**src/rtl/multichannel_clock_divider.sv**
```systemverilog
// multichannel_clock_divider: per-channel programmable divided clock and enable strobe
// with shadowed ratio updates applied only at period boundaries
module multichannel_clock_divider #(
  parameter int CHANNELS         = 4,
  parameter int COUNTER_WIDTH    = 16,
  parameter int DEFAULT_DIVISION = 2
) (
  input  logic                     input_clock,
  input  logic                     reset,
  input  logic [CHANNELS-1:0]      enable,
  input  logic                     config_valid,
  input  logic [3:0]               channel_select,
  input  logic [COUNTER_WIDTH-1:0] division_value,
  input  logic [COUNTER_WIDTH-1:0] high_cycles,
  output logic [CHANNELS-1:0]      output_clock,
  output logic [CHANNELS-1:0]      clock_enable,
  output logic [CHANNELS-1:0]      pending,
  output logic                     config_error
);
  localparam int CW = COUNTER_WIDTH;
  localparam logic [CW-1:0] DEF_N = CW'(DEFAULT_DIVISION);
  localparam logic [CW-1:0] DEF_H = CW'(DEFAULT_DIVISION / 2);
  localparam logic [CW-1:0] ONE = CW'(1);
  logic sel_ok;
  logic err_q;
  assign sel_ok = {1'b0, channel_select} < 5'(CHANNELS);
  assign config_error = err_q;
  always_ff @(posedge input_clock)
    err_q <= reset ? 1'b0 : config_valid && !sel_ok;
  for (genvar g = 0; g < CHANNELS; g++) begin : g_ch
    logic [CW-1:0] n_q, h_q, sn_q, sh_q, cnt_q, cnt_d;
    logic pend_q, oc_q, ce_q, wr, run, last, apply;
    assign wr = config_valid && sel_ok && channel_select == 4'(g);
    assign run = enable[g] && n_q != '0;
    assign last = cnt_q == n_q - ONE;
    // a disabled or degenerate (N<=1) channel has no period to protect, so swap immediately
    assign apply = pend_q && (last || !enable[g] || n_q <= ONE);
    assign cnt_d = (!run || apply || last) ? '0 : cnt_q + ONE;
    assign output_clock[g] = oc_q;
    assign clock_enable[g] = ce_q;
    assign pending[g] = pend_q;
    always_ff @(posedge input_clock)
      if (reset) begin
        n_q    <= DEF_N;
        h_q    <= DEF_H;
        sn_q   <= DEF_N;
        sh_q   <= DEF_H;
        cnt_q  <= '0;
        pend_q <= 1'b0;
        oc_q   <= 1'b0;
        ce_q   <= 1'b0;
      end else begin
        oc_q   <= run && cnt_q < h_q;
        ce_q   <= run && cnt_q == '0;
        cnt_q  <= cnt_d;
        n_q    <= apply ? sn_q : n_q;
        h_q    <= apply ? sh_q : h_q;
        sn_q   <= wr ? division_value : sn_q;
        sh_q   <= wr ? high_cycles : sh_q;
        pend_q <= wr || (pend_q && !apply);
      end
  end
endmodule

```
**config.mk**
```make
export PLATFORM = sky130hd
export DESIGN_NAME = multichannel_clock_divider
export DESIGN_NICKNAME = d
export VERILOG_FILES = /design/src/rtl/multichannel_clock_divider.sv
export SDC_FILE = /design/constraint.sdc
export NUM_CORES = 1
export LEC_CHECK = 0
export ABC_AREA = 0
export BUFFER_PORTS_ARGS = -buffer_cell sky130_fd_sc_hd__buf_4
export CORE_MARGIN = 4
export CORE_UTILIZATION = 27
export DETAILED_ROUTE_END_ITERATION = 10
export PLACE_DENSITY = 0.41
export SLEW_MARGIN = 0
export SYNTH_ARGS = -nofsm -noshare
export SYNTH_HDL_FRONTEND = slang
export SYNTH_SLANG_ARGS = --single-unit
```
**constraint.sdc**
```tcl
create_clock -name input_clock -period 7.25 [get_ports input_clock]
set_input_delay 2.175 -clock input_clock [delete_from_list [all_inputs] [get_ports input_clock]]
set_output_delay 2.175 -clock input_clock [all_outputs]
set_load 0.03 [all_outputs]
```
After elaboration in Yosys (flattened, before gate mapping):

Index checks and enable logic that the tools add are counted.

* $lt $le $gt $ge: 9
* reduce and logical (&&, ||, !) cells: 72
* $add $sub $neg: 8
* equality and inequality tests: 7

Operator list (number)
* adder 16 x 1 -> 16 bit, second input constant: 4
* equality test 16 bit: 4
* less-or-equal comparator 16 x 1 -> 1 bit, second input constant: 4
* zero test 16 bit: 4
* < comparator 16 bit: 4
* nonzero test 16 bit: 4
* subtractor 16 x 1 -> 16 bit, second input constant: 4
* logical AND 1 bit: 26
* logical OR 1 bit: 20
* zero test 1 bit: 13
* equality test 4 x 2 -> 1 bit, second input constant: 2
* OR reduction 2 bit: 4
* equality test 4 x 1 -> 1 bit, second input constant: 1
* zero test 4 bit: 1
* < comparator 4 x 3 -> 1 bit, second input constant: 1

* bits of input ports: 43
* flip-flop bits (word level): 333
* logic and storage cells: 129

Longest topological paths before layout:

* depth in word-level cells: 8
* mapped depth: 12
* depth with buffers taken out: 9

Worst setup path before layout:

Ideal clock, no wire load.

* path type: input -> register
* start: input port channel_select[2]
* end: register g_ch[0].sn_q[10]
* arrival time: 3.392 ns
* library setup time: 0.070 ns
* slack: 3.788 ns
* stages on the path: 6
* data required time: 7.180 ns
* cells stage by stage: nor2_1 -> nand2_1 -> nor3_1 -> clkbuf_1 -> nand2_1 -> a21oi_1

* word-level cells in the longest chain between the ends: 3

RTL lines
* start: declaration: RTL line 12 `input logic [3:0] channel_select,`
* < comparator 4 x 3 -> 1 bit: RTL line 26 `assign sel_ok = {1'b0, channel_select} < 5'(CHANNELS);`
* logical AND 1 bit: RTL line 33 `assign wr = config_valid && sel_ok && channel_select == 4'(g);`
* logical AND 1 bit (*): RTL line 33
* end signal: assignment: RTL line 58 `sn_q <= wr ? division_value : sn_q;`
* end: declaration: RTL line 31 `logic [CW-1:0] n_q, h_q, sn_q, sh_q, cnt_q, cnt_d;`

Mark *: on every way between the ends. The rest lies on a longest branch, timed or not.
A chain may end at the register's enable or synchronous reset.

Worst setup path after layout:

* start: input port reset
* end: register g_ch[3].cnt_q[6]

* word-level cells in the longest chain between the ends: 1

RTL lines
* start: declaration: RTL line 9 `input logic reset,`
* OR reduction 2 bit (no source line)
* end signal: assignment: RTL line 55 `cnt_q <= cnt_d;`
* end: declaration: RTL line 31

No other way between the ends.

==> reports/qor.csv <==
metric;value;unit
rsz0062_at_grt;false;
initial_core_util;27.4;%
dp_hpwl;32700;um
yosysUniqueCellTypes;71;
critPathCaptureType;flip-flop;
critical_path.max_stage_delay;0.60;ns
syn_area;16300;um^2
criticalPathCategory;in2reg;
grt_util_met2;23.2;%
ioPinCount;56;
route.detailed.drc;0;
synth-seq-area-share;40.9;%
cts-root-buf;clkbuf_16;
detailroute.via_count;13280;
clock_power_share;51.6;%
area_overhead_vs_synth;14.6;%
period_minus_slack;3.98;ns
yosys_warnings;0;
gp_routability_congestion;0.782;
whs_path_depth;2;
worstPathRequired;7.73;ns
power.ir.vdd_worst;0.125;mV
grt_max_degree;99;
status;finished clean;
intPower;3240;uW
postSynthAreaPerCell;8.23;um^2
share_comb_of_total_power;4.3;%
power.switching_fraction;23.1;%
cts_setup_buffers;0;
fmax;251;MHz
use_met3;2.98;%
detail-route-antenna-nets;0;
p_switching;971;uW
fin_nets;2089;
design.core.area;59500;um^2
globalRoute.busiestLayer;met2;
design.die.area;64400;um^2
drtPass1Iterations;5;
buffer_ports.inserted;55;
worst-r2r-cell-count;7;
grt_pass1_wl;75100;um
fin_setup_tns;0;ns
critical_path.slowest_cell;inv_6;
clkTransAtPathRegs;0.06;ns
synth_seq_cells;333;
cts_htree_levels;2;
gr-usage-met1;21.0;%
cp_cell_sequence;buf_4, inv_6, o311ai_0, a21oi_1, o31ai_2, nor2_1;
post_synthesis_instance_total;1983;
drt_iter0_markers;712;
drt-vias-per-instance;4.78;
first_global_vias;12620;
async_reset_ff_share;0;%
nFillCells;6388;
finalPower;4210;uW
maxSlewViolCount;0;
cts_buffers;41;
timing.final.setup_violations;0;
max-slew-margin-rel;15.4;%
start_kind;input port;
clock_path_buffers;3;
number_of_enable_type_register_cells_in_the_synthesized_netlist;0;
timing.final.hold_violations;0;
power_density;225;nW/um^2
postSynthNetCount;2102;
cts_tree;done;
ctsResizeCount;0;
drive_above_1_share;8.14;%
static-leakage-power;0.00668;uW
post-route-period-util;54.9;%
antenna_found_initial;2;
fin_skew;0.00899;ns
arrival_time_worst_endpoint;4.47;ns
post_drt_wl_per_cell;17.4;um
rows;89;
die_w;254;um
globalRouteOverflowTotal;0;
holdBufCountCts;0;
cp_max_fo;98;
hp-class;reg2reg;
die_height;254;um
yosys_most_used_dff;dfxtp_1;
power_frac_seq;44.1;%
total_routing_usage_gr;14.8;%
worstMarginPinSlew;1.27;ns
route.final.wire_length;48400;um
clock_insertion_delay_worst_skew;0.56;ns
cap_violations;0;
cts.sinks;333;
[layout by cell type, fill, tap and decap left out, drive strengths merged, types with 4 or more instances in the layout]
cell type  synthesis  routed
ha                76      76
and4               4       4
nand2b             9       9
a31oi              6       6
mux2i            102     102
or4                5       5
a21oi            147     147
and2               4       4
bufinv             0       4
or3                7       7
a41oi              4       4
clkinv             0       6
inv               95      96
nor4              22      22
o31ai              9       9
nor3b              9       9
nand3             46      46
xnor2             69      69
nor4b              5       5
a21o              28      28
or2                6       6
a22o              30      30
o211ai             9       9
buf               33      71
dfxtp            333     333
nand2            477     477
nor2             124     124
xor2              64      64
nand4             32      32
nor3              29      29
nor2b              5       5
a211oi            12      12
nand4b             6       6
clkbuf            94      61
and3              16      16
o21ai             21      21
[critical path: cells and delay by family]
| family | cells | cell delay [ns] |
|---|---|---|
| buffers and inverters | 2 | 0.88 |
| AOI/OAI and AO/OA | 3 | 1.12 |
| and+or+nand+nor | 1 | 0.18 |
[state kept, by name, indices dropped and copies added, names as in the netlist, 4 cells and up]
signal,count
g_ch.cnt_q,64
g_ch.oc_q,4
g_ch.ce_q,4
g_ch.sh_q,64
g_ch.pend_q,4
g_ch.sn_q,64
g_ch.h_q,64
g_ch.n_q,64
[layout make-up]
cell class,count,area [um^2],share of cell area (%)
timing repair buffer,71,533,2.85
multi-input combinational,1428,8730,46.7
antenna,2,5.00,0.0268
clock inverter,14,185,0.990
clock buffer,61,1250,6.70
inverter,95,362,1.93
sequential,333,6670,35.6
tap,773,967,5.17
[power by group through the flow]
| stage | Clock (uW) | Sequential, uW | Combinational (uW) |
|---|---|---|---|
| after floorplan | 0 | 1890 | 103 |
| after global placement | 0 | 1900 | 182 |
| after detailed placement | 0 | 1900 | 183 |
| after CTS | 2240 | 1860 | 183 |
| after global routing | 2310 | 1860 | 198 |
| final | 2170 | 1860 | 180 |
[through the flow]
| stage | instances | setup slack (ns) | hold slack (ns) | instance area [um^2] | util [%] |
|---|---|---|---|---|---|
| after detailed placement | 2699 | 2.63 | 0.447 | 17300 | 29.0 |
| after CTS | 2774 | 3.25 | 0.456 | 18700 | 31.4 |
| after global routing | 2775 | 2.99 | 0.471 | 18700 | 31.4 |
| after floorplan | 1983 | 3.79 | 0.435 | 16300 | - |
| final | 2777 | 3.27 | 0.448 | 18700 | 31.5 |
| after global placement | 2699 | 2.68 | 0.443 | 17300 | 29.0 |
[kinds of logic (layout without fill, tap and decap cells)]
group / count (synthesis) / count (layout) / synth area share [%]
other: 0 / 2 / 0
buffers and inverters: 222 / 241 / 5.86
AO/OA/AOI/OAI: 304 / 304 / 12.1
AND/OR/NAND/NOR: 813 / 813 / 22.0
multiplexers: 102 / 102 / 6.26
flip-flops: 333 / 333 / 40.9
adder cells (fa/ha/maj): 76 / 76 / 5.83
XOR/XNOR: 133 / 133 / 7.14
[synth_stat cells, drive strengths merged (32+ instances only)]
cell	number	area [um^2]
a21oi	147	736
xnor2	69	604
nand3	46	230
inv	95	357
nand2	477	1790
clkbuf	94	353
dfxtp	333	6670
xor2	64	561
mux2i	102	1020
buf	33	246
ha	76	951
nor2	124	465
nand4	32	206
[metal layers]
layer	vias to the layer above	routed length, um	share of wire, %
met5	-	7	0.014
met4	2	955	2.0
met3	65	2320	4.8
met2	206	21000	43
met1	6335	24100	50
li1	6672	-	-
[final timing paths]
check	from	end	slack, ns
max	reset	g_ch[3].cnt_q[6]	3.27
min	g_ch[2].sh_q[8]	g_ch[2].h_q[8]	0.45
max reg2reg	g_ch[3].n_q[2]	g_ch[3].cnt_q[6]	3.48
min reg2reg	g_ch[2].sh_q[8]	g_ch[2].h_q[8]	0.45
Power figures use the tool's default switching activity.
